**config.mk**
```make
export PLATFORM = sky130hd
export DESIGN_NAME = mux_scan_ctrl
export DESIGN_NICKNAME = d
export VERILOG_FILES = /design/src/rtl/mux_scan_ctrl.sv
export SDC_FILE = /design/constraint.sdc
export NUM_CORES = 1
export LEC_CHECK = 0
export ABC_AREA = 0
export CAP_MARGIN = 10
export CORE_MARGIN = 5
export CORE_UTILIZATION = 40
export DETAILED_ROUTE_END_ITERATION = 10
export GPL_ROUTABILITY_DRIVEN = 0
export PLACE_DENSITY = 0.58
export SLEW_MARGIN = 20
export SYNTH_ARGS = -nofsm -noshare
export SYNTH_HDL_FRONTEND = slang
export SYNTH_SLANG_ARGS = --single-unit
```
**constraint.sdc**
```tcl
create_clock -name CLK -period 7.4 [get_ports CLK]
set_input_delay 1.48 -clock CLK [delete_from_list [all_inputs] [get_ports CLK]]
set_output_delay 1.48 -clock CLK [all_outputs]
set_load 0.01 [all_outputs]
```
**src/rtl/mux_scan_ctrl.sv**
```systemverilog
// Four-digit multiplexed display scanner: holds four hex nibbles and time-shares
// one 7-segment decoder by cycling GAP (all off) and SHOW (one digit on) intervals.
module mux_scan_ctrl #(
    parameter int DIV   = 1000,
    parameter int BLANK = 2
) (
    input  logic        CLK,
    input  logic        RST,
    input  logic        EN,
    input  logic        LZS,
    input  logic        WE,
    input  logic [1:0]  WADDR,
    input  logic [3:0]  WDATA,
    input  logic        LOAD,
    input  logic [15:0] LDATA,
    output logic [3:0]  NIB,
    output logic [3:0]  DIG,
    output logic        BL,
    output logic        FRAME
);

    typedef enum logic {
        GAP  = 1'b0,
        SHOW = 1'b1
    } state_t;

    localparam logic [15:0] DIV_LAST = 16'(DIV - 1);
    localparam logic [7:0]  GAP_LAST = 8'(BLANK - 1);

    state_t      r_state;
    logic [1:0]  r_idx;
    logic [15:0] r_pre;
    logic [7:0]  r_gap;
    logic [15:0] r_digits;
    logic [3:0]  r_dig;
    logic        r_bl;
    logic        r_frame;

    state_t      w_state;
    logic [1:0]  w_idx;
    logic [15:0] w_pre;
    logic [7:0]  w_gap;
    logic [15:0] w_digits;
    logic        w_lit;
    logic        w_frame;

    // A digit is blanked when it and every more significant digit are zero; digit 0 always shows.
    function automatic logic f_suppressed(input logic [15:0] digits, input logic [1:0] idx,
                                          input logic lzs);
        logic zero_s;
        case (idx)
            2'd1:    zero_s = (digits[15:4]  == 12'h000);
            2'd2:    zero_s = (digits[15:8]  == 8'h00);
            2'd3:    zero_s = (digits[15:12] == 4'h0);
            default: zero_s = 1'b0;
        endcase
        return lzs & zero_s;
    endfunction

    assign NIB = r_digits[{r_idx, 2'b00} +: 4];

    // Digit register write path; a bulk load overrides a same-cycle single write.
    always_comb begin
        w_digits = r_digits;
        if (LOAD) begin
            w_digits = LDATA;
        end else if (WE) begin
            w_digits[{WADDR, 2'b00} +: 4] = WDATA;
        end else begin
            w_digits = r_digits;
        end
    end

    // Scan sequencing: counters only advance while enabled, so a freeze resumes mid-interval.
    always_comb begin
        w_state = r_state;
        w_idx   = r_idx;
        w_pre   = r_pre;
        w_gap   = r_gap;
        if (EN) begin
            case (r_state)
                GAP: begin
                    if (r_gap == GAP_LAST) begin
                        w_state = SHOW;
                        w_pre   = 16'd0;
                    end else begin
                        w_gap = r_gap + 8'd1;
                    end
                end
                SHOW: begin
                    if (r_pre == DIV_LAST) begin
                        w_state = GAP;
                        w_gap   = 8'd0;
                        w_idx   = r_idx + 2'd1;
                    end else begin
                        w_pre = r_pre + 16'd1;
                    end
                end
                default: begin
                    w_state = GAP;
                    w_gap   = 8'd0;
                end
            endcase
        end else begin
            w_state = r_state;
        end
    end

    // Outputs are derived from the next state so they switch on the same edge as the state.
    always_comb begin
        w_lit   = EN && (w_state == SHOW) && !f_suppressed(w_digits, w_idx, LZS);
        w_frame = EN && (w_state == SHOW) && (w_pre == 16'd0) && (w_idx == 2'd0);
    end

    // State, counters, digit storage and registered Moore outputs.
    always_ff @(posedge CLK) begin
        if (RST) begin
            r_state  <= GAP;
            r_idx    <= 2'd0;
            r_pre    <= 16'd0;
            r_gap    <= 8'd0;
            r_digits <= 16'h0000;
            r_dig    <= 4'b0000;
            r_bl     <= 1'b1;
            r_frame  <= 1'b0;
        end else begin
            r_state  <= w_state;
            r_idx    <= w_idx;
            r_pre    <= w_pre;
            r_gap    <= w_gap;
            r_digits <= w_digits;
            r_dig    <= w_lit ? (4'b0001 << w_idx) : 4'b0000;
            r_bl     <= ~w_lit;
            r_frame  <= w_frame;
        end
    end

    assign DIG   = r_dig;
    assign BL    = r_bl;
    assign FRAME = r_frame;

endmodule

```
==> summary.txt <==
Logic synthesis
  – Largest family of logic cells by synthesized area: simple AND/OR/NAND/NOR gates
  – Area leader, netlist: dfxtp_1
  – Post-synthesis mux area share: 0.0366
  – Syn_nets: 368
  – Synth area leaders: dfxtp_1, nor2_1, a21oi_1
  – Synth warn: 0
  – Simple-Gate Fraction of Synth Area: 0.325
  – Compound-Gate Fraction of Synth Area: 0.178
  – Async S/R FF share, synth: 0
  – Synth top area share: 0.359
  – Synth Register Bits: 49
  – Adder-Cell Fraction of Synth Area: 0.0320
  – Post-synthesis sequential area ratio: 0.359
  – Prevailing post-synth register cell: dfxtp_1
  – XOR/XNOR Fraction of Synth Area: 0.0224
  – Post-synth EDFFs: 0
  – Post-synth cell types: 55
  – Synth Instances: 333
  – Avg Inst Size Synth: 8.21 µm²
  – Synth Cell Area: 2740 µm²

CTS
  – Max clock buf depth: 2
  – Worst-skew pair later-pin latency: 0.31 ns
  – CTS H-tree lvls: 2
  – Clock Pin Slew Worst Setup and Hold Paths: 0.10 ns
  – CTS tree: done
  – Hold buffers post-CTS: 0
  – Cts repair resizes: 0
  – TritonCTS Sinks: 49
  – CTS buffer count: 5
  – Post-CTS setup buffers: 0
  – CTS Root Cell: clkbuf_8

Global routing
  – First-pass GRT wire length: 11.9 mm
  – Number of global-route vias before repair: 2,489
  – Remaining Overflow, GRT: 0
  – All-Layer GR Usage: 0.170
  – Largest net degree at the start of global routing: 41
  – Initial antenna violation count: 0

Routing
  – Starting DRT DRC Count: 140
  – DRT Pass-1 Iters: 4
  – Final ANT Viol Nets: 0
  – Drt wl/cell: 16.1 µm
  – Vias: 2,549
  – Remaining DRCs: 0
  – WL final: 7.07 mm
  – Via-to-Cell Ratio: 5.79

Power and ir drop
  – Pwr dens: 172 nW/µm²
  – Leak Pwr: 1.18 nW
  – VDD IR-drop max: 0.0801 mV

Layout
  – Ant. Diodes: 0
  – Cell Count, Final, Fillers Out: 440
  – Layout Nets: 394
  – Final core utilization: 0.482
  – Share of cells above drive strength 1: 0.0611
  – Synthesis-to-layout area growth: 18.5%

Die
  – DIE AREA: 8590 µm²
  – CORE AREA: 6720 µm²
  – # IOs: 38
  – Die W: 92.7 µm
  – Initial core utilization: 0.407
  – Die height: 92.7 µm
  – Row count: 30

Worst setup path
  – CP Data Required Time: 7.63 ns
  – Maximum fanout along the worst path: 23
  – Crit path top cell by count: nor4_2
  – CP Launch Type: input pin
  – Slowest-stage cell, CP: clkdlybuf4s50_1
  – Worst Setup Path Type: input pin to flip-flop
  – Worst-path cell chain: clkdlybuf4s50_1 > nand3_1 > a2bb2oi_2 > or3_1 > nor4_2 > nand4_1 > nor4_2
  – Critical Path Max Stage Delay: 1.04 ns
  – Worst Setup End Kind: flip-flop
  – Critical Path AT: 4.36 ns

Timing
  – Worst Tran Pin Value: 0.867 ns
  – Final setup fails: 0
  – Skew final: 0.0127 ns
  – Maximum clock frequency: 242 MHz
  – Final Hold Viols: 0
  – RSZ-0062 raised after global routing: no
  – Crit share post-route: 0.558
  – Tmin final: 4.13 ns
  – Hold_ws: 0.536 ns
  – TNS Setup: 0 ns
  – Final Max Slew Viols: 0
  – Relative slew slack: 0.420

Flow run
  – Max-Cap Viols: 0

Run status
  – Status: completed

Placement
  – Post-DP HPWL: 5.18 mm
  – Placed insts: 432
  – Port Buffers: 37

Hold path
  – Min-Delay Path Class: flip-flop to flip-flop
## flip-flops by register name (all words and copies together), names as in the netlist
| name | flops |
|---|---|
| r_pre | 16 |
| r_gap | 8 |
| BL | 1 |
| r_digits | 16 |
| r_state | 1 |
| r_idx | 2 |
| FRAME | 1 |
| DIG | 4 |
## metrics by stage
step           instance area, µm²  power [mW]  setup slack (ns)
6_report                     3240       0.557              3.27
5_1_grt                      3240       0.584              3.07
4_1_cts                      3240       0.565              3.33
3_5_place_dp                 3130       0.361              2.99
3_3_place_gp                 3130       0.361              3.07
2_1_floorplan                2740       0.326              4.04
## power breakdown
part | internal [mW] | switching, mW | leakage [nW]
Combinational | 0.0374 | 0.0399 | 0.724
Clock | 0.103 | 0.0982 | 0.0591
Sequential | 0.272 | 0.00654 | 0.399
## layout by cell type, fill, tap and decap left out, types with 2 or more instances in the layout
master / synthesis / layout
o21a_1: 2 / 2
nor3_1: 11 / 11
or3_1: 5 / 5
inv_6: 0 / 2
nor4b_1: 2 / 2
a221oi_1: 5 / 5
nor4_2: 2 / 2
a22oi_1: 2 / 2
nor2b_1: 8 / 8
and2_1: 4 / 4
dfxtp_1: 49 / 49
nand2_1: 26 / 26
nor4_1: 5 / 5
nand3_1: 12 / 12
ha_1: 7 / 7
inv_1: 10 / 10
and3_1: 12 / 12
mux4_2: 4 / 4
a22o_1: 5 / 5
nand4_1: 13 / 13
nand3b_1: 2 / 2
o211a_1: 2 / 2
o21ai_0: 9 / 9
xor2_1: 3 / 3
and4_1: 4 / 4
or4_1: 3 / 3
nand2b_1: 3 / 3
a21oi_1: 20 / 20
a31oi_1: 5 / 5
a222oi_1: 7 / 7
xnor2_1: 4 / 4
clkdlybuf4s50_1: 0 / 37
nor2_1: 47 / 47
clkbuf_8: 0 / 5
or2_2: 2 / 2
## routing by layer
layer	wire, µm	GRT usage
met1	3400	0.235
met2	3210	0.263
met3	310	0.0333
met4	153	0.0635
met5	0	0
## worst paths after layout
kind | slack [ns] | depth (start not counted) | end | start
min reg2reg | 0.54 | 2 | r_gap[7] | r_gap[7]
max | 3.27 | 7 | FRAME | EN
min | 0.54 | 2 | r_gap[7] | r_gap[7]
max reg2reg | 4.45 | 8 | FRAME | r_gap[0]
## layout make-up
cell class	count	area, µm²
multi-input combinational	254	1630
inverter	11	41.3
fill	653	3480
tap	80	100
timing repair buffer	38	378
clock inverter	3	47.5
clock buffer	5	68.8
sequential	49	981
## cell families (layout without fill, tap and decap cells)
kind of cell	after synthesis	in the layout
muxes	5	5
buffers and inverters	30	57
DFF	49	49
AOI/OAI and AO/OA	68	68
adders and majority gates	7	7
and+or+nand+nor	167	167
xor gates and xnor gates	7	7
## Yosys cell counts (2+ instances only)
master    instances
dfxtp_1          49
nor2_1           47
nand2_1          26
a21oi_1          20
clkbuf_1         14
nand4_1          13
and3_1           12
nand3_1          12
nor3_1           11
inv_1            10
o21ai_0           9
nor2b_1           8
a222oi_1          7
ha_1              7
a221oi_1          5
a22o_1            5
a31oi_1           5
nor4_1            5
or3_1             5
and2_1            4
and4_1            4
mux4_2            4
xnor2_1           4
nand2b_1          3
or4_1             3
xor2_1            3
a22oi_1           2
buf_1             2
buf_6             2
nand3b_1          2
nor4_2            2
nor4b_1           2
o211a_1           2
o21a_1            2
or2_2             2
## worst max-delay path, delay by kind of cell
family / cells / cell delay (ns)
AOI/OAI and AO/OA: 1 / 0.29
buffers and inverters: 1 / 1.04
and+or+nand+nor: 5 / 1.54
Power figures use the tool's default switching activity.
